`src/rtl/mac_tx_framer.sv`:
```
// -----------------------------------------------------------------------------
// mac_tx_framer
//
// Ethernet MAC transmit framer. Accepts a payload byte stream under a
// ready/valid handshake and emits a complete frame toward the MII, one byte
// per clock:
//   preamble (7 x 0x55), SFD (0xD5), destination MAC, source MAC, EtherType,
//   payload, zero padding up to MIN_PAYLOAD, FCS, then an inter-packet gap.
//
// Optional feature macro: MAC_TX_FCS_EN
//   defined   -> CRC-32 FCS is generated and appended (4 bytes, LSB first).
//   undefined -> no CRC logic; the body is followed directly by the gap.
//
// Ports:
//   in_clk        byte clock, rising edge
//   in_rst        asynchronous active-high reset
//   in_txen       payload byte valid / frame request while idle
//   in_txd[7:0]   payload byte
//   in_last       in_txd is the final payload byte
//   out_tx_ready  payload byte is accepted on this edge (state is PAYLOAD)
//   out_txen      out_txd carries a frame byte
//   out_txd[7:0]  frame byte to the MII
//   out_underrun  one-cycle pulse: payload starved mid-frame
//   out_oversize  one-cycle pulse: frame truncated at MAX_PAYLOAD
// -----------------------------------------------------------------------------
module mac_tx_framer #(
   parameter logic [47:0] DEST_MAC    = 48'hFFFF_FFFF_FFFF,
   parameter logic [47:0] SRC_MAC     = 48'h02_00_00_00_00_01,
   parameter logic [15:0] ETHER_TYPE  = 16'h0800,
   parameter int          MIN_PAYLOAD = 46,
   parameter int          MAX_PAYLOAD = 1500,
   parameter int          IPG_BYTES   = 12
) (
   input  logic       in_clk,
   input  logic       in_rst,
   input  logic       in_txen,
   input  logic [7:0] in_txd,
   input  logic       in_last,
   output logic       out_tx_ready,
   output logic       out_txen,
   output logic [7:0] out_txd,
   output logic       out_underrun,
   output logic       out_oversize
);

   localparam int CW = $clog2(MAX_PAYLOAD + 1);
   // The gap counter runs over the IPG state only; the IDLE cycle that
   // samples the next request supplies the final idle byte-time.
   localparam int GW = (IPG_BYTES > 2) ? $clog2(IPG_BYTES - 1) : 1;

   localparam logic [CW:0]   MIN_C    = (CW+1)'(MIN_PAYLOAD);
   localparam logic [CW:0]   MAX_C    = (CW+1)'(MAX_PAYLOAD);
   localparam logic [CW:0]   ONE_C    = (CW+1)'(1);
   localparam logic [GW-1:0] GAP_LAST = GW'((IPG_BYTES > 1) ? IPG_BYTES - 2 : 0);

   typedef enum logic [3:0] {
      S_IDLE, S_PREAMBLE, S_SFD, S_DEST, S_SRC, S_TYPE,
      S_PAYLOAD, S_PAD, S_FCS, S_IPG
   } state_t;

   localparam state_t S_AFTER_FCS  = (IPG_BYTES > 1) ? S_IPG : S_IDLE;
`ifdef MAC_TX_FCS_EN
   localparam state_t S_AFTER_BODY = S_FCS;
`else
   localparam state_t S_AFTER_BODY = S_AFTER_FCS;
`endif

   state_t        state, state_n;
   logic [3:0]    idx, idx_n;
   logic [CW-1:0] pay_cnt, cnt_n;
   logic [CW:0]   cnt_p1;
   logic [GW-1:0] gap_cnt, gap_n;
   logic [47:0]   dest_sh, src_sh;
   logic [7:0]    txd_p0;
   logic          vld_p0, urun_p0, ovr_p0;

`ifdef MAC_TX_FCS_EN
   logic [31:0]   crc, crc_n, fcs_word, fcs_sh;
   logic          fcs_bad, bad_n, crc_upd;

   function automatic logic [31:0] crc_step(input logic [31:0] c, input logic [7:0] d);
      logic [31:0] r;
      r = c ^ {24'h0, d};
      for (int i = 0; i < 8; i++)
         r = r[0] ? ((r >> 1) ^ 32'hEDB8_8320) : (r >> 1);
      return r;
   endfunction

   // An underrun frame carries the complement of the correct FCS, i.e. the
   // raw running CRC, so the receiver is guaranteed to drop it.
   assign fcs_word = fcs_bad ? crc : ~crc;
   assign fcs_sh   = fcs_word >> {idx, 3'b000};
`endif

   function automatic logic [CW-1:0] sat_inc(input logic [CW-1:0] v);
      return (v >= CW'(MAX_PAYLOAD)) ? v : v + CW'(1);
   endfunction

   assign cnt_p1       = {1'b0, pay_cnt} + ONE_C;
   assign dest_sh      = DEST_MAC << {idx, 3'b000};
   assign src_sh       = SRC_MAC << {idx, 3'b000};
   assign out_tx_ready = (state == S_PAYLOAD);

   // ---- stage p0: next state and the byte this state emits ----
   always_comb begin
      state_n = state;
      idx_n   = idx;
      cnt_n   = pay_cnt;
      gap_n   = gap_cnt;
      txd_p0  = 8'h00;
      vld_p0  = 1'b0;
      urun_p0 = 1'b0;
      ovr_p0  = 1'b0;
`ifdef MAC_TX_FCS_EN
      crc_n   = crc;
      bad_n   = fcs_bad;
      crc_upd = 1'b0;
`endif
      unique case (state)
         S_IDLE: begin
            idx_n = 4'd0;
            cnt_n = '0;
            gap_n = '0;
`ifdef MAC_TX_FCS_EN
            crc_n = 32'hFFFF_FFFF;
            bad_n = 1'b0;
`endif
            if (in_txen) state_n = S_PREAMBLE;
         end
         S_PREAMBLE: begin
            txd_p0 = 8'h55;
            vld_p0 = 1'b1;
            if (idx == 4'd6) begin
               state_n = S_SFD;
               idx_n   = 4'd0;
            end else begin
               idx_n = idx + 4'd1;
            end
         end
         S_SFD: begin
            txd_p0  = 8'hD5;
            vld_p0  = 1'b1;
            state_n = S_DEST;
            idx_n   = 4'd0;
         end
         S_DEST: begin
            txd_p0 = dest_sh[47:40];
            vld_p0 = 1'b1;
`ifdef MAC_TX_FCS_EN
            crc_upd = 1'b1;
`endif
            if (idx == 4'd5) begin
               state_n = S_SRC;
               idx_n   = 4'd0;
            end else begin
               idx_n = idx + 4'd1;
            end
         end
         S_SRC: begin
            txd_p0 = src_sh[47:40];
            vld_p0 = 1'b1;
`ifdef MAC_TX_FCS_EN
            crc_upd = 1'b1;
`endif
            if (idx == 4'd5) begin
               state_n = S_TYPE;
               idx_n   = 4'd0;
            end else begin
               idx_n = idx + 4'd1;
            end
         end
         S_TYPE: begin
            txd_p0 = (idx == 4'd0) ? ETHER_TYPE[15:8] : ETHER_TYPE[7:0];
            vld_p0 = 1'b1;
`ifdef MAC_TX_FCS_EN
            crc_upd = 1'b1;
`endif
            if (idx == 4'd1) begin
               state_n = S_PAYLOAD;
               idx_n   = 4'd0;
            end else begin
               idx_n = idx + 4'd1;
            end
         end
         S_PAYLOAD: begin
            if (in_txen) begin
               txd_p0 = in_txd;
               vld_p0 = 1'b1;
               cnt_n  = sat_inc(pay_cnt);
`ifdef MAC_TX_FCS_EN
               crc_upd = 1'b1;
`endif
               if (in_last) begin
                  state_n = (cnt_p1 < MIN_C) ? S_PAD : S_AFTER_BODY;
                  idx_n   = 4'd0;
                  gap_n   = '0;
               end else if (cnt_p1 == MAX_C) begin
                  ovr_p0  = 1'b1;
                  state_n = S_AFTER_BODY;
                  idx_n   = 4'd0;
                  gap_n   = '0;
               end
            end else begin
               urun_p0 = 1'b1;
               gap_n   = '0;
`ifdef MAC_TX_FCS_EN
               // Emit the first (corrupted) FCS byte in this very cycle so
               // out_txen stays continuous through the aborted frame.
               txd_p0  = crc[7:0];
               vld_p0  = 1'b1;
               bad_n   = 1'b1;
               state_n = S_FCS;
               idx_n   = 4'd1;
`else
               state_n = S_AFTER_FCS;
               idx_n   = 4'd0;
`endif
            end
         end
         S_PAD: begin
            txd_p0 = 8'h00;
            vld_p0 = 1'b1;
            cnt_n  = sat_inc(pay_cnt);
`ifdef MAC_TX_FCS_EN
            crc_upd = 1'b1;
`endif
            if (cnt_p1 >= MIN_C) begin
               state_n = S_AFTER_BODY;
               idx_n   = 4'd0;
               gap_n   = '0;
            end
         end
         S_FCS: begin
`ifdef MAC_TX_FCS_EN
            txd_p0 = fcs_sh[7:0];
            vld_p0 = 1'b1;
`endif
            gap_n = '0;
            if (idx == 4'd3) begin
               state_n = S_AFTER_FCS;
               idx_n   = 4'd0;
            end else begin
               idx_n = idx + 4'd1;
            end
         end
         S_IPG: begin
            gap_n = gap_cnt + GW'(1);
            if (gap_cnt == GAP_LAST) state_n = S_IDLE;
         end
         default: state_n = S_IDLE;
      endcase
`ifdef MAC_TX_FCS_EN
      if (crc_upd) crc_n = crc_step(crc, txd_p0);
`endif
   end

   // ---- stage p1: registered state and MII outputs ----
   always_ff @(posedge in_clk or posedge in_rst) begin
      if (in_rst) begin
         state        <= S_IDLE;
         idx          <= 4'd0;
         pay_cnt      <= '0;
         gap_cnt      <= '0;
         out_txen     <= 1'b0;
         out_txd      <= 8'h00;
         out_underrun <= 1'b0;
         out_oversize <= 1'b0;
`ifdef MAC_TX_FCS_EN
         crc          <= 32'hFFFF_FFFF;
         fcs_bad      <= 1'b0;
`endif
      end else begin
         state        <= state_n;
         idx          <= idx_n;
         pay_cnt      <= cnt_n;
         gap_cnt      <= gap_n;
         out_txen     <= vld_p0;
         out_txd      <= txd_p0;
         out_underrun <= urun_p0;
         out_oversize <= ovr_p0;
`ifdef MAC_TX_FCS_EN
         crc          <= crc_n;
         fcs_bad      <= bad_n;
`endif
      end
   end

endmodule
```
`config.mk`:
```
export PLATFORM = sky130hd
export DESIGN_NAME = mac_tx_framer
export DESIGN_NICKNAME = d
export VERILOG_FILES = /design/src/rtl/mac_tx_framer.sv
export SDC_FILE = /design/constraint.sdc
export NUM_CORES = 1
export LEC_CHECK = 0
export ABC_AREA = 1
export BUFFER_PORTS_ARGS = -buffer_cell sky130_fd_sc_hd__buf_2
export CORE_ASPECT_RATIO = 1.1
export CORE_MARGIN = 2
export CORE_UTILIZATION = 45
export CTS_CLUSTER_SIZE = 16
export DETAILED_ROUTE_END_ITERATION = 8
export GPL_TIMING_DRIVEN = 0
export PLACE_DENSITY = 0.63
export SYNTH_ARGS = -nofsm -noshare
export SYNTH_HDL_FRONTEND = slang
export SYNTH_SLANG_ARGS = --single-unit
```
`constraint.sdc`:
```
create_clock -name in_clk -period 2.6 [get_ports in_clk]
set_clock_uncertainty 0.2 [all_clocks]
set_input_delay 0.65 -clock in_clk [delete_from_list [all_inputs] [get_ports in_clk]]
set_output_delay 0.65 -clock in_clk [all_outputs]
set_load 0.05 [all_outputs]
```
==> qor.csv, run 1 <==
stage;metric;value;unit
job;cap_violations;0;
clock_network;hold_buffers;0;
critical_path;cp_max_fo;4;
placement;dp_hpwl;4.169;mm
grt;grt_use_total;20.20;%
sta;whs;282.3;ps
route;wl;5.331;mm
synth;syn_avg_cell_area;6.848;um2
critical_path;reg2reg_from;pay_cnt[1];
grt;grt_max_degree;35;
synth;yosysUniqueCellTypes;28;
sta;period_needed;2293;ps
critical_path;worstSetupPathType;reg2out;
synth;ys_top_cells_by_area;dfrtp_1 (35%), nand2_1 (18%), nand3_1 (8.1%);
route;via_per_inst;5.114;
route;vias;2245;
die;start_util;47.43;%
die;die_y;80.65;um
route;drt_iter0_markers;112;
sta;rsz0062_at_grt;false;
die;placementRows;27;
synth;syn_area;0.002404;mm2
critical_path;r2r_end;idx[3];
finish;antenna_cells;0;
die;pin_count;24;
finish;layout.nets;403;
clock_network;cts_made_buffers;5;
clock_network;clk_pin_slew;70;ps
sta;tightest_slew;718.1;ps
clock_network;cts-root-buf;clkbuf_8;
critical_path;r2r_cells;14;
die;die_area;0.005942;mm2
route;drtAntennaViolNets;0;
critical_path;reg2reg_slack;360;ps
synth;postSynthCellCount;351;
sta;period_share;88.17;%
die;placeableCoreArea;0.005067;mm2
critical_path;end_kind;output port;
finish;final_common_cell;nand2_1;
route;drc;0;
placement;port_buffers;23;
placement;gp_congestion;0.8928;
sta;finalSetupViolations;0;
synth;yosysSeqAreaShare;35.40;%
die;die_x;73.68;um
sta;max_freq;436.2;MHz
synth;synth.largest_area_cell;dfrtp_1;
critical_path;cp.arrival;1440;ps
finish;areaGrowthSynthToFinish;11.24;%
hold_path;hold_class;in2async;
critical_path;start_kind;register;
synth;yosysWarnings;0;
grt;grt_pass1_vias;2182;
power_and_ir_drop;power.density;963.5;mW/mm2
clock_network;htreeDepth;2;
power_and_ir_drop;ir_worst_vdd;0.0005391;V
synth;synth-seq-cells;34;
critical_path;required;1750;ps
grt;grt_pass1_wl;9.453;mm
route;drt-pass1-iter-count;4;
sta;max_slew_margin;52.06;%
synth;synth_nets;373;
clock_network;clock_path_buffers;2;
sta;finalMaxSlewViolations;0;
clock_network;clk_latency;290;ps
clock_network;cts_tree;built;
grt;grt-ovfl-total;0;
sta;finalHoldViolCount;0;
route;wl_per_cell;12.14;um
finish;layout_common_cells;nand2_1 (114), inv_1 (41), nand3_1 (39);
power_and_ir_drop;report.power.total;2.576;mW
finish;fin_util;52.77;%
power_and_ir_drop;p_leak;1.396;nW
run_status;status;finished clean;
grt;antenna_found_initial;0;
clock_network;clkSinkCount;34;
sta;tns;0;ps
finish;final_layout_size_suffix_gt1_share;17.59;%
synth;synth.top_cell.area_share;35.40;%
-- critical path, cell delays in order, from the launching register on --
cell and delay (ps):
dfrtp_1 390, inv_1 90, nor2_1 160, inv_1 100, nor2_4 130, buf_2 280
-- cells by family after synthesis --
kind of cell,share of synthesized area (%)
xor gates and xnor gates,1.457
buffers and inverters,7.808
DFF,35.40
AOI/OAI and AO/OA,7.340
adders and majority gates,5.206
and+or+nand+nor,42.79
-- sequential cells by signal, summed over array words and instances, names as in the netlist --
signal        count
out_oversize      1
out_underrun      1
state             4
gap_cnt           4
out_txd           8
out_txen          1
pay_cnt          11
idx               4
-- worst max path at each step --
stage	from	end	slack, ps	depth (start not counted)
after floorplan	state[2]	state[0]	590	13
after global placement	pay_cnt[0]	gap_cnt[0]	330	14
after detailed placement	pay_cnt[0]	gap_cnt[1]	310	14
after CTS	pay_cnt[0]	gap_cnt[1]	280	14
after global routing	pay_cnt[1]	idx[1]	30	14
final	state[1]	out_tx_ready	310	5
-- area by class of cell --
cell class	count	area [um2]
fill	513	2394
multi-input combinational	268	1368
sequential	34	852.1
inverter	48	180.2
timing repair buffer	23	115.1
tap	58	72.57
clock buffer	5	68.82
clock inverter	2	10.01
buffer	1	7.507
-- report_power, final --
part | leakage [nW] | switching, mW | internal (mW)
Sequential | 0.452 | 0.0968 | 0.674
Clock | 0.0438 | 0.181 | 0.179
Combinational | 0.900 | 1.02 | 0.426
-- cell usage after synthesis --
| cell type | n |
|---|---|
| nor3b_1 | 1 |
| o21bai_1 | 1 |
| a21oi_1 | 5 |
| nor3_1 | 4 |
| nand2_1 | 114 |
| inv_1 | 42 |
| o21ai_0 | 14 |
| nand4_1 | 5 |
| nor2_8 | 1 |
| nand3b_1 | 2 |
| nand3_2 | 2 |
| o31ai_1 | 1 |
| o211ai_1 | 3 |
| nand2_2 | 8 |
| nand2_4 | 1 |
| nor2_2 | 9 |
| ha_1 | 10 |
| a21oi_4 | 1 |
| nor2_4 | 3 |
| buf_4 | 1 |
| dfrtp_1 | 34 |
| nand3_1 | 39 |
| o21ai_1 | 2 |
| or2_2 | 2 |
| o2111ai_1 | 2 |
| nor2_1 | 34 |
| inv_2 | 6 |
| xor2_1 | 4 |
-- metrics by stage --
step / setup WS [ps] / cell area, um2 / instances
after global routing: 27.68 / 2674 / 439
after detailed placement: 307.2 / 2591 / 432
final: 307.5 / 2674 / 439
after global placement: 331.1 / 2591 / 432
after floorplan: 589.4 / 2404 / 351
after CTS: 276.7 / 2670 / 439
-- timing repair --
action	CTS	global route
resized for setup	0	2
setup endpoints to repair	0	9
setup buffers	0	0
-- routing by layer --
layer | vias to the layer above | routed length [um] | track usage [%]
li1 | 1171 | - | -
met1 | 1040 | 2473 | 25.76
met2 | 28 | 2668 | 34.38
met3 | 6 | 121 | 3.639
met4 | 0 | 68 | 6.000
met5 | - | 0 | 0
(Power assumes the default switching activity.)
==> run 2: changes to the inputs <==
Settings changed: ABC_AREA 1 to 0, PLACE_DENSITY 0.63 to 0.61.
==> qor.csv, run 2 <==
stage;metric;value;unit;change
finish;final_layout_size_suffix_gt1_share;25.37;%;was 17.59%
synth;yosysMostFrequentCell;dfrtp_1;;was nand2_1
sta;period_share;105.7;%;was 88.17%
sta;tns;-363.7;ps;was 0 ps
power_and_ir_drop;power.density;906.2;mW/mm2;was 963.5 mW/mm2
die;pin_count;24;;unchanged
synth;yosysSeqAreaShare;35.00;%;was 35.40%
critical_path;r2r_end;idx[2];;was idx[3]
critical_path;end_kind;register;;was output port
sta;finalSetupViolations;5;;was 0
placement;port_buffers;23;;unchanged
clock_network;clkSinkCount;34;;unchanged
critical_path;worstSetupPathType;reg2reg;;was reg2out
hold_path;hold_class;in2async;;unchanged
grt;grt_pass1_wl;10.29;mm;was 9.453 mm
synth;synth-seq-cells;34;;unchanged
synth;syn_avg_cell_area;8.326;um2;was 6.848 um2
critical_path;r2r_cells;8;;was 14
grt;grt-ovfl-total;0;;unchanged
clock_network;cts-root-buf;clkbuf_8;;unchanged
run_status;status;finished, violations left;;was finished clean
critical_path;start_kind;register;;unchanged
clock_network;clk_pin_slew;80;ps;was 70 ps
sta;tightest_slew;620.3;ps;was 718.1 ps
clock_network;clk_latency;300;ps;was 290 ps
synth;synth_top_cells_by_count;dfrtp_1 (34), nand2_1 (29), o21ai_0 (25);;was nand2_1 (114), inv_1 (42), nand3_1 (39)
placement;dp_hpwl;4.432;mm;was 4.169 mm
power_and_ir_drop;netSwitchingFraction;48.44;%;was 50.35%
synth;yosysUniqueCellTypes;64;;was 28
power_and_ir_drop;p_leak;1.349;nW;was 1.396 nW
route;drt_iter0_markers;150;;was 112
power_and_ir_drop;comb_power_share;56.9;%;was 56.1%
sta;whs;209.6;ps;was 282.3 ps
finish;multi_input_area;0.001543;mm2;was 0.001368 mm2
clock_network;htreeDepth;2;;unchanged
finish;fin_util;57.12;%;was 52.77%
die;placementRows;28;;was 27
critical_path;required;2640;ps;was 1750 ps
power_and_ir_drop;p_clk_share;15.5;%;was 14.0%
route;drc;0;;unchanged
grt;grt_use_total;22.24;%;was 20.20%
power_and_ir_drop;ir_worst_vdd;0.0003223;V;was 0.0005391 V
route;drtAntennaViolNets;0;;unchanged
route;vias;2360;;was 2245
synth;async_flop_share;100.0;%;unchanged
route;via_per_inst;5.700;;was 5.114
synth;ys_top_cells_by_area;dfrtp_1 (35%), ha_1 (5.1%), o21ai_0 (5.1%);;was dfrtp_1 (35%), nand2_1 (18%), nand3_1 (8.1%)
clock_network;cts_made_buffers;5;;unchanged
clock_network;cts_tree;built;;unchanged
die;die_y;81.09;um;was 80.65 um
sta;period_needed;2748;ps;was 2293 ps
critical_path;worstPathCellList;ha_4 > or4_4 > a21boi_2 > nor4_2 > buf_4 > a221o_2 > or4b_1 > nand2_1;;was inv_1 > nor2_1 > inv_1 > nor2_4 > buf_2
run_status;violations;setup timing;;
power_and_ir_drop;p_int;1.412;mW;was 1.279 mW
synth;synth_nets;314;;was 373
finish;layout.nets;360;;was 403
sta;finalMaxSlewViolations;0;;unchanged
finish;regMostFlops;pay_cnt;;unchanged
grt;grt_pass1_vias;2099;;was 2182
die;placeableCoreArea;0.005290;mm2;was 0.005067 mm2
die;die_area;0.006007;mm2;was 0.005942 mm2
sta;max_slew_margin;58.05;%;was 52.06%
clock_network;clock_path_buffers;2;;unchanged
finish;largest_register_ffs;11;;unchanged
route;wl;6.551;mm;was 5.331 mm
critical_path;reg2reg_from;pay_cnt[1];;unchanged
placement;gp_congestion;0.8438;;was 0.8928
synth;postSynthCellCount;292;;was 351
critical_path;slowest_delay;510;ps;was 390 ps
synth;synth.top_cell.area_share;35.00;%;was 35.40%
grt;grt_max_degree;23;;was 35
power_and_ir_drop;report.power.total;2.738;mW;was 2.576 mW
finish;final_common_cell;dfrtp_1;;was nand2_1
critical_path;cp.arrival;2790;ps;was 1440 ps
critical_path;reg2reg_slack;-150;ps;was 360 ps
critical_path;cp_max_fo;5;;was 4
route;wl_per_cell;15.82;um;was 12.14 um
finish;layout_common_cells;dfrtp_1 (32), nand2_1 (29), buf_2 (25);;was nand2_1 (114), inv_1 (41), nand3_1 (39)
power_and_ir_drop;p_seq_share;27.7;%;was 29.9%
job;cap_violations;0;;unchanged
synth;syn_area;0.002431;mm2;was 0.002404 mm2
sta;setup_ws;-147.6;ps;was 307.5 ps
finish;top_regs;pay_cnt x11, out_txd x8;;unchanged
finish;seq_area;853.3;um2;was 852.1 um2
die;start_util;45.96;%;was 47.43%
route;drt-pass1-iter-count;4;;unchanged
synth;ys.flop_type;dfrtp_1;;unchanged
critical_path;critical-path-slowest-cell;or4_4;;was dfrtp_1
finish;areaGrowthSynthToFinish;24.29;%;was 11.24%
die;die_x;74.08;um;was 73.68 um
finish;fillers;506;;was 513
sta;finalHoldViolCount;0;;unchanged
synth;synth_edf_count;0;;unchanged
sta;rsz0062_at_grt;true;;was false
power_and_ir_drop;power.switching;1.326;mW;was 1.297 mW
sta;max_freq;364.0;MHz;was 436.2 MHz
grt;antenna_found_initial;0;;unchanged
synth;synth.largest_area_cell;dfrtp_1;;unchanged
finish;antenna_cells;0;;unchanged
synth;yosysWarnings;0;;unchanged
clock_network;hold_buffers;0;;unchanged
## run 2: cell types whose count changed after synthesis, sizes merged, moves of 5 or more
cell    before  now
a21oi        6   21
and2         0    5
and3         0    6
buf          1    9
clkbuf       0   14
inv         48   11
nand2      123   30
nand2b       0    7
nand3       41   12
nor2        47   18
o21ai       16   27
## run 2: metrics by stage
stage	setup WS (ps)	instance area, um2	instances
floorplan	25.63	2435	292
global placement	-306.7	2644	390
detailed placement	-273.0	2671	391
CTS	-109.6	2898	410
global route	-206.7	3022	414
finish	-147.6	3022	414
## run 2: routing by layer
metal	up-vias	share of wire (%)	global-route usage [%]	wire, um
met4	0	1.5	6.545	97
met2	62	51	37.59	3326
met3	8	4.7	4.715	311
met1	1129	43	28.41	2816
li1	1161	-	-	-
met5	-	0	0	0
## run 2: worst max-delay path: cells and delay by family, from the launching register on
| kind | cells | cell delay [ps] |
|---|---|---|
| buf+inv | 1 | 150 |
| simple gates | 4 | 1120 |
| fa+ha+maj | 1 | 190 |
| flops | 1 | 450 |
| compound gates | 2 | 580 |
## run 2: cell families (layout without fill, tap and decap cells)
group / count (synthesis) / after routing / synth area share [%]
AND/OR/NAND/NOR: 118 / 118 / 27.07
flip-flops: 34 / 34 / 35.00
adder cells (fa/ha/maj): 10 / 10 / 5.147
AO/OA/AOI/OAI: 93 / 93 / 25.42
XOR/XNOR: 2 / 2 / 0.7207
buffers and inverters: 35 / 82 / 6.639
## run 2: area by class of cell
type / count / area share (%)
Multi-Input combinational cell: 223 / 51.06
Inverter: 12 / 1.491
Tap cell: 75 / 3.106
Clock buffer: 7 / 2.857
Sequential cell: 34 / 28.24
Timing Repair Buffer: 40 / 8.820
Clock inverter: 1 / 0.1656
Buffer: 22 / 4.265
## run 2: repair_timing
| item | CTS | global route |
|---|---|---|
| pin swaps | 7 | 6 |
| setup endpoints to repair | 11 | 21 |
| buffers inserted | 11 | 5 |
| gates resized for setup | 12 | 25 |
## run 2: power by group through the flow
stage / clock [mW] / combinational (mW) / sequential [mW]
6_report: 0.423 / 1.56 / 0.758
5_1_grt: 0.455 / 1.70 / 0.785
4_1_cts: 0.436 / 1.51 / 0.734
3_5_place_dp: 0 / 1.41 / 0.754
3_3_place_gp: 0 / 1.40 / 0.754
2_1_floorplan: 0 / 0.870 / 0.951
## run 2: worst max-delay path by stage
stage | start | to | slack [ps] | cells after the start
finish | pay_cnt[1] | idx[2] | -150 | 8
detailed placement | pay_cnt[1] | idx[2] | -270 | 9
CTS | pay_cnt[1] | idx[2] | -110 | 8
global placement | pay_cnt[1] | idx[2] | -310 | 9
floorplan | pay_cnt[0] | idx[2] | 30 | 9
global route | pay_cnt[1] | idx[2] | -210 | 8
